`config.mk`:
```
export PLATFORM = sky130hd
export DESIGN_NAME = uart_rx_ble
export DESIGN_NICKNAME = d
export VERILOG_FILES = /design/src/rtl/uart_rx_ble.sv
export SDC_FILE = /design/constraint.sdc
export NUM_CORES = 1
export LEC_CHECK = 0
export ABC_AREA = 0
export CORE_AREA = 4 4 72 61
export DETAILED_ROUTE_END_ITERATION = 10
export DIE_AREA = 0 0 76 65
export GPL_TIMING_DRIVEN = 0
export PLACE_DENSITY = 0.72
export SLEW_MARGIN = 20
export SYNTH_ARGS = -nofsm -noshare
export SYNTH_HDL_FRONTEND = slang
export SYNTH_SLANG_ARGS = --single-unit
```
`constraint.sdc`:
```
create_clock -name clk -period 1.7 [get_ports clk]
set_input_delay 0.255 -clock clk [delete_from_list [all_inputs] [get_ports clk]]
set_output_delay 0.255 -clock clk [all_outputs]
set_load 0.01 [all_outputs]
```
`src/rtl/uart_rx_ble.sv`:
```
// uart_rx_ble: 8N1 UART receiver for the BLE command link, sampling each bit at its centre.
// Define UART_RX_FRAME_CHECK_EN to reject frames whose stop bit is 0 and flag them on frm_err.
module uart_rx_ble #(
  parameter int BAUD_DIV = 2604
) (
  input  logic       clk,
  input  logic       rst_n,
  input  logic       RX,
  input  logic       clr_rdy,
  output logic [7:0] rx_data,
  output logic       rdy,
  output logic       frm_err
);
  localparam int CW = $clog2(BAUD_DIV);
  localparam logic [0:0] IDLE = 1'b0, RECEIVE = 1'b1;
  localparam logic [CW-1:0] HALF = CW'(BAUD_DIV / 2), FULL = CW'(BAUD_DIV - 1);
  logic          r_rx_meta, r_rx_s, r_rx_d, r_pend;
  logic [0:0]    r_state;
  logic [CW-1:0] r_baud_cnt;
  logic [3:0]    r_bit_cnt;
  logic [7:0]    r_shft;
  logic          w_edge, w_start, w_tick, w_done, w_ok;
  assign w_edge  = r_rx_d & ~r_rx_s;
  assign w_start = (r_state == IDLE) & (w_edge | r_pend);
  assign w_tick  = (r_state == RECEIVE) & (r_baud_cnt == '0);
  assign w_done  = w_tick & (r_bit_cnt == 4'd9);
`ifdef UART_RX_FRAME_CHECK_EN
  logic r_frm_err;
  assign w_ok    = w_done & r_rx_s;
  assign frm_err = r_frm_err;
  always_ff @(posedge clk or negedge rst_n)
    if (!rst_n) r_frm_err <= 1'b0;
    else if (w_done) r_frm_err <= ~r_rx_s;
    else if (clr_rdy) r_frm_err <= 1'b0;
`else
  assign w_ok    = w_done;
  assign frm_err = 1'b0;
`endif
  // Synchronizer flops preset high so reset release never looks like a start edge.
  always_ff @(posedge clk or negedge rst_n)
    if (!rst_n) begin
      r_rx_meta <= 1'b1;
      r_rx_s    <= 1'b1;
      r_rx_d    <= 1'b1;
    end else begin
      r_rx_meta <= RX;
      r_rx_s    <= r_rx_meta;
      r_rx_d    <= r_rx_s;
    end
  // An edge arriving on the stop-sample cycle is remembered and started one cycle later.
  always_ff @(posedge clk or negedge rst_n)
    if (!rst_n) begin
      r_state    <= IDLE;
      r_baud_cnt <= '0;
      r_bit_cnt  <= 4'd0;
      r_shft     <= 8'h00;
      r_pend     <= 1'b0;
    end else begin
      r_pend <= w_done & w_edge;
      if (r_state == IDLE) begin
        if (w_start) begin
          r_state    <= RECEIVE;
          r_baud_cnt <= HALF;
          r_bit_cnt  <= 4'd0;
        end
      end else if (w_tick) begin
        r_baud_cnt <= FULL;
        r_bit_cnt  <= r_bit_cnt + 4'd1;
        if (r_bit_cnt != 4'd0) r_shft <= {r_rx_s, r_shft[7:1]};
        if (((r_bit_cnt == 4'd0) & r_rx_s) | w_done) r_state <= IDLE;
      end else begin
        r_baud_cnt <= r_baud_cnt - CW'(1);
      end
    end
  always_ff @(posedge clk or negedge rst_n)
    if (!rst_n) begin
      rx_data <= 8'h00;
      rdy     <= 1'b0;
    end else if (w_start) begin
      rdy <= 1'b0;
    end else if (w_ok) begin
      rdy     <= 1'b1;
      rx_data <= r_shft;
    end else if (clr_rdy) begin
      rdy <= 1'b0;
    end
endmodule

```
==> Flow_metrics.wiki, run 1 <==
{| class="wikitable"
! Metric !! Value
|-
| Slowest-stage cell, CP || dfrtp_2
|-
| Remaining number of nets flagged by the antenna check after routing || 0
|-
| Data arrival, critical path || 1.98 ns
|-
| Placed wire-length estimate after detailed placement || 2.51 mm
|-
| Total DRC errors in the routed layout || 0
|-
| Average wire length per cell after detail routing || 17.4 um
|-
| Minimum clock period || 1.80 ns
|-
| Total global routing overflow || 0
|-
| Final net count || 199
|-
| Final setup slack of the worst path || -0.100 ns
|-
| Die span in x || 76 um
|-
| Number of max-cap violations || 0
|-
| Post-synth EDFFs || 0
|-
| Standard-cell row count || 20
|-
| GRT Util Overall || 0.177
|-
| Power per standard cell area || 1310 nW/um2
|-
| Final Slew Violations || 0
|-
| Prevailing post-synth register cell || dfrtp_1
|-
| CTS tree || built
|-
| Vias after detailed routing || 1,375
|-
| First-pass GRT wire length || 6.89 mm
|-
| Layout Utilization || 0.666
|-
| Maximum single-stage delay on the critical path || 0.43 ns
|-
| Overall power || 0.00320 W
|-
| Number of I/O port buffers || 12
|-
| Number of clock sinks || 38
|-
| Via count of the first global-routing pass || 1,385
|-
| Number of instances in the synthesized netlist || 152
|-
| Largest net degree at the start of global routing || 28
|-
| Total Wirelength || 4.09 mm
|-
| Hold crit path type || reg -> reg
|-
| Switching part of the total power || 0.319
|-
| Gp weighted congestion || 0.779
|-
| Setup repair after global routing missed its margin || true
|-
| Critical path cell sequence || nor4_4, nand4_4, nor3_4, buf_12, mux2_2
|-
| Number of storage elements in the synthesis netlist || 38
|-
| Internal power || 0.00218 W
|-
| Failing checks || setup timing
|-
| Root cell of the clock tree || clkbuf_8
|-
| Critical Path Start Type || flip-flop
|-
| Fill cell count || 250
|-
| Pre-antenna DRT Iters || 5
|-
| Clock-pin slew on the worst setup and hold paths || 0.08 ns
|-
| Synth unique cells || 46
|-
| Share of the cycle needed by the critical path after routing || 1.06
|-
| Count of endpoints failing hold in the final timing report || 0
|-
| Worst-case clock buffer depth || 2
|-
| Sequential cell area fraction in the yosys report || 0.526
|-
| Die outline height || 65 um
|-
| CTS H-tree lvls || 2
|-
| Setup crit end kind || flip-flop
|-
| Setup slack, reg-to-reg || -0.10 ns
|-
| Average vias per placed instance || 5.85
|-
| Maximum vdd ir drop || 676 uV
|-
| Diode count || 0
|-
| Post-synth net total || 161
|-
| Fraction of power consumed by the clock network || 0.298
|-
| I/O pins || 14
|-
| Pleak || 1.11 nW
|-
| Reported net switching power || 0.00102 W
|-
| Combinational share of power || 0.307
|-
| Reg power frac || 0.395
|-
| Warning count from the yosys run || 0
|-
| Layout cells sized above 1 || 0.366
|-
| Synthesized area || 1810 um2
|-
| Core Region || 3680 um2
|-
| Clock insertion delay at the later pin of the skew report || 0.30 ns
|-
| Async set-or-reset flop fraction in the synthesized netlist || 1.00
|-
| Antenna violations before repair || 0
|-
| Final setup viols || 17
|-
| Crit path kind || reg -> reg
|-
| DR iter-0 viols || 125
|-
| Slew @ Worst Pin || 0.624 ns
|-
| Total clock buffers created by CTS || 5
|-
| Headroom to the max-slew limit || 0.582
|-
| Effective utilization at floorplan || 0.493
|-
| Outcome || finished, violations left
|-
| F_max || 555 MHz
|-
| Top library cells by usage in the layout, fill and taps aside || dfrtp_1 (31), nand2_1 (14), buf_4 (14)
|-
| Avg Synthesized Cell Area || 11.9 um2
|-
| Die Footprint || 4940 um2
|-
| Data required, critical path || 1.88 ns
|-
| Commonest non-fill, non-tap cell in the layout || dfrtp_1
|-
| Relative area change from synthesis to final layout || 35.0%
|-
| Final Skew || 0.00786 ns
|-
| Peak fanout along the critical path || 9
|}
## final timing paths
path	from	to	cells past startpoint
max	r_baud_cnt[4]$_DFFE_PN0P_	rx_data[1]$_DFFE_PN0P_	5
min	r_rx_meta$_DFF_PN1_	r_rx_s$_DFF_PN1_	0
max reg2reg	r_baud_cnt[4]$_DFFE_PN0P_	rx_data[1]$_DFFE_PN0P_	5
min reg2reg	r_rx_meta$_DFF_PN1_	r_rx_s$_DFF_PN1_	0
max in group asynchronous	rst_n	r_rx_d$_DFF_PN1_	3
min in group asynchronous	rst_n	r_shft[5]$_DFFE_PN0P_	2
## state kept, by name, summed over array words and instances (netlist names)
name        cells
rdy             1
r_shft          8
r_rx_s          1
r_rx_meta       1
r_pend          1
r_baud_cnt     12
rx_data         8
r_state         1
r_bit_cnt       4
r_rx_d          1
## kinds of logic after synthesis
| family | share of synthesized area |
|---|---|
| flip-flops | 0.526 |
| buffers and inverters | 0.0255 |
| AO/OA/AOI/OAI | 0.105 |
| adder cells (fa/ha/maj) | 0.0345 |
| XOR/XNOR | 0.0145 |
| AND/OR/NAND/NOR | 0.188 |
| other | 0.00207 |
| multiplexers | 0.105 |
## per-layer routing
metal | up-vias | share of wire | wire (um) | track usage
met3 | 5 | 0.062 | 255 | 0.0542
met4 | 0 | 0.012 | 51 | 0.0556
met1 | 693 | 0.41 | 1680 | 0.223
met2 | 45 | 0.51 | 2100 | 0.292
li1 | 632 | - | - | -
met5 | - | 0 | 0 | 0
## synth_stat cells (2+ instances only)
| cell | number | area share |
|---|---|---|
| and4_1 | 2 | 0.0097 |
| clkbuf_1 | 2 | 0.0041 |
| o21ai_0 | 4 | 0.011 |
| xnor2_1 | 2 | 0.0097 |
| nand3_1 | 7 | 0.019 |
| nor3_1 | 2 | 0.0055 |
| and3_1 | 2 | 0.0069 |
| nor2b_1 | 2 | 0.0069 |
| nand3b_1 | 2 | 0.0083 |
| inv_1 | 7 | 0.014 |
| a31oi_1 | 2 | 0.0069 |
| ha_1 | 5 | 0.034 |
| o211ai_1 | 3 | 0.012 |
| nand2_1 | 14 | 0.029 |
| dfrtp_1 | 35 | 0.48 |
| a31o_2 | 2 | 0.0097 |
| nor2_1 | 5 | 0.010 |
| nor4_4 | 2 | 0.023 |
| mux2_2 | 14 | 0.087 |
| a21oi_1 | 6 | 0.017 |
| dfstp_2 | 3 | 0.043 |
| mux2_1 | 2 | 0.012 |
| nand2b_1 | 3 | 0.010 |
| o221ai_1 | 2 | 0.0097 |
## power groups by stage
stage / sequential, W / clock (W) / combinational (W)
floorplan: 0.00124 / 0 / 0.000488
global placement: 0.00127 / 0 / 0.000574
detailed placement: 0.00129 / 0 / 0.000606
CTS: 0.00126 / 0.000967 / 0.000784
global route: 0.00129 / 0.00101 / 0.00107
finish: 0.00126 / 0.000953 / 0.000982
## what timing repair did
action                                  CTS  global route
resized for setup                        10            20
endpoints found under the setup margin   35            31
endpoints found under the hold margin     9             0
setup buffers                            13             5
pin swaps                                 5            11
hold buffers                              1             0
## worst max-delay path, delay by kind of cell (launching register included)
family,cells,cell delay (ns)
buffers and inverters,1,0.16
flip-flops,1,0.43
AND/OR/NAND/NOR,3,0.77
multiplexers,1,0.33
## metrics by stage
step / hold slack [ns] / area [um2] / std cells / setup TNS [ns] / setup slack, ns
5_1_grt: 0.369 / 2450 / 235 / -2.66 / -0.175
3_3_place_gp: 0.346 / 2020 / 208 / -23.65 / -0.457
3_5_place_dp: 0.150 / 2030 / 209 / -9.20 / -0.445
4_1_cts: 0.367 / 2350 / 231 / -1.48 / -0.126
6_report: 0.364 / 2450 / 235 / -1.12 / -0.100
2_1_floorplan: -0.0406 / 1840 / 152 / -2.06 / -0.147
## area by class of cell
type	instances	area (um2)	area share
timing repair buffer	31	305	0.125
sequential	38	960	0.392
buffer	4	21.3	0.00869
inverter	7	26.3	0.0107
multi-input combinational	103	938	0.383
clock buffer	6	82.6	0.0337
clock inverter	2	60.1	0.0245
tap	44	55.1	0.0225
Note: power is estimated with default switching activity, not from simulation.
==> inputs of run 2 (changes only) <==
Settings changed: CORE_AREA 4 4 72 61 to 4 4 67 57, DIE_AREA 0 0 76 65 to 0 0 71 61, PLACE_DENSITY 0.72 to 0.79.
Clock period 1.7 ns to 2.25 ns, I/O delays scaled along.
==> run 2 against run 1 <==
The run now ends clean. Combinational power is 52% lower. Sequential power decreased by 23%. Flip-flop and latch count unchanged. Count of clock-buffer cells in the layout increased by 1. Fmax shrank 13%. Final cell count is 8.5% lower. Worst setup slack better by 0.27 ns.
==> Flow_metrics.wiki, run 2 (synthesis gave the netlist of run 1 again) <==
{| class="wikitable"
! Metric !! Value
|-
| Commonest non-fill, non-tap cell in the layout || dfrtp_1
|-
| Final net count || 183
|-
| Root cell of the clock tree || clkbuf_8
|-
| Final setup viols || 0
|-
| Critical Path Start Type || flip-flop
|-
| Hold crit path type || reg -> reg
|-
| Worst-case clock buffer depth || 2
|-
| Total Wirelength || 3.53 mm
|-
| Number of clock sinks || 38
|-
| Fill cell count || 240
|-
| Core Region || 3060 um2
|-
| Reg2reg path depth || 5
|-
| Clock-pin slew on the worst setup and hold paths || 0.07 ns
|-
| Setup TNS || 0 ns
|-
| Share of the cycle needed by the critical path after routing || 0.924
|-
| Slew @ Worst Pin || 1.03 ns
|-
| Post-route standard cell area excluding fillers || 2130 um2
|-
| Worst setup path startpoint || r_baud_cnt[4]$_DFFE_PN0P_
|-
| Outcome || finished, final reports clean
|-
| Final Slew Violations || 0
|-
| Average wire length per cell after detail routing || 16.4 um
|-
| Minimum clock period || 2.08 ns
|-
| Number of cells on the worst hold path || 0
|-
| Pre-antenna DRT Iters || 4
|-
| Final Skew || 0.00567 ns
|-
| Flip-flop count of the largest register, all copies and words added || 12
|-
| Number of I/O port buffers || 12
|-
| Clock insertion delay at the later pin of the skew report || 0.29 ns
|-
| Gp weighted congestion || 0.814
|-
| Via count of the first global-routing pass || 1,250
|-
| Register with the most flip-flops || r_baud_cnt
|-
| Placed Area || 2010 um2
|-
| Crit path kind || reg -> reg
|-
| Effective utilization at floorplan || 0.592
|-
| Die Footprint || 4330 um2
|-
| Setup crit end kind || flip-flop
|-
| Total DRC errors in the routed layout || 0
|-
| Total global routing overflow || 0
|-
| Remaining number of nets flagged by the antenna check after routing || 0
|-
| Register Area || 955 um2
|-
| Data arrival, critical path || 2.26 ns
|-
| Top library cells by usage in the layout, fill and taps aside || dfrtp_1 (35), nand2_1 (14), mux2_2 (14)
|-
| Peak fanout along the critical path || 9
|-
| Multi-input gate area in the final layout || 820 um2
|-
| Endpoint of the worst register-to-register path || rx_data[4]$_DFFE_PN0P_
|-
| RR Startpoint || r_baud_cnt[4]$_DFFE_PN0P_
|-
| Maximum vdd ir drop || 633 uV
|-
| CTS tree || built
|-
| GRT Util Overall || 0.191
|-
| Average vias per placed instance || 5.77
|-
| First-pass GRT wire length || 6.02 mm
|-
| DR iter-0 viols || 95
|-
| Antenna violations before repair || 0
|-
| Die span in x || 71 um
|-
| Registers with the highest flip-flop counts || r_baud_cnt (12), r_shft (8), rx_data (8)
|-
| Die outline height || 61 um
|-
| Setup slack, reg-to-reg || 0.17 ns
|-
| Placed wire-length estimate after detailed placement || 2.55 mm
|-
| Vias after detailed routing || 1,240
|-
| Power per standard cell area || 897 nW/um2
|-
| Total clock buffers created by CTS || 5
|-
| Diode count || 0
|-
| Worst setup path endpoint || rx_data[4]$_DFFE_PN0P_
|-
| Layout cells sized above 1 || 0.211
|-
| Data required, critical path || 2.43 ns
|-
| Pleak || 0.983 nW
|-
| Relative area change from synthesis to final layout || 17.7%
|-
| I/O pins || 14
|-
| F_max || 481 MHz
|-
| Worst hold path startpoint || r_rx_meta$_DFF_PN1_
|-
| Standard-cell row count || 18
|-
| Number of max-cap violations || 0
|-
| CTS H-tree lvls || 2
|-
| Largest net degree at the start of global routing || 22
|-
| Setup repair after global routing missed its margin || false
|-
| Count of endpoints failing hold in the final timing report || 0
|-
| Headroom to the max-slew limit || 0.306
|}
-- run 2: changes by cell type in the layout (fill, tap and decap cells not counted), moves of 4 or more --
cell     previous run  this run
dfrtp_1            31        35
mux2_4             10         0
dfrtp_2             4         0
buf_4              14         1
mux2_2              4        14
-- run 2: report_power, final --
| part | switching (W) | internal (W) | leakage, nW | total (W) |
|---|---|---|---|---|
| clock | 0.000231 | 0.000247 | 0.0482 | 0.000478 |
| combinational | 0.000250 | 0.000218 | 0.442 | 0.000468 |
| sequential | 0.000172 | 0.000797 | 0.492 | 0.000969 |
| total | 0.000653 | 0.00126 | 0.983 | 0.00191 |
-- run 2: layout make-up --
cell class | instances | share of cell area
Tap cell | 40 | 0.0234
Clock inverter | 1 | 0.00234
Sequential cell | 38 | 0.447
Clock buffer | 7 | 0.0404
Timing Repair Buffer | 15 | 0.0809
Multi-Input combinational cell | 103 | 0.384
Inverter | 7 | 0.0123
Buffer | 4 | 0.00938
-- run 2: how the worst min path moves through the flow --
stage	end	slack, ns
6_report	r_rx_s$_DFF_PN1_	0.36
5_1_grt	r_rx_s$_DFF_PN1_	0.37
4_1_cts	r_rx_s$_DFF_PN1_	0.36
3_5_place_dp	r_shft[2]$_DFFE_PN0P_	0.31
3_3_place_gp	r_rx_s$_DFF_PN1_	0.35
2_1_floorplan	r_baud_cnt[0]$_DFFE_PN0P_	0.04
-- run 2: metal layers --
layer / routed length (um) / GRT usage / share of wire / vias to the layer above
li1: - / - / - / 593
met1: 1630 / 0.235 / 0.46 / 620
met2: 1700 / 0.313 / 0.48 / 21
met3: 129 / 0.0695 / 0.037 / 6
met4: 68 / 0.0724 / 0.019 / 0
met5: 0 / 0 / 0 / -
-- run 2: per-stage QoR --
stage	utilization	hold WS (ns)	cells	total power [W]	setup slack, ns
6_report	0.697	0.361	215	0.00191	0.170
5_1_grt	0.697	0.367	215	0.00205	0.0763
4_1_cts	0.688	0.365	214	0.00191	0.0188
3_5_place_dp	0.655	0.312	205	0.00144	0.0559
3_3_place_gp	0.648	0.347	204	0.00140	0.0631
2_1_floorplan	-	0.0419	152	0.00130	0.403
-- run 2: repair_timing --
action,4_1_cts,5_1_grt
hold buffers,1,0
hold endpoints to repair,17,0
endpoints found under the setup margin,0,8
buffers inserted,0,1
gates resized for setup,0,0
-- run 2: worst max-delay path, cell delays in order (launching register included) --
cell and delay [ns]:
dfrtp_1 0.45, nor4_4 0.51, nand4_4 0.24, nor3_4 0.25, buf_12 0.16, mux2_2 0.34
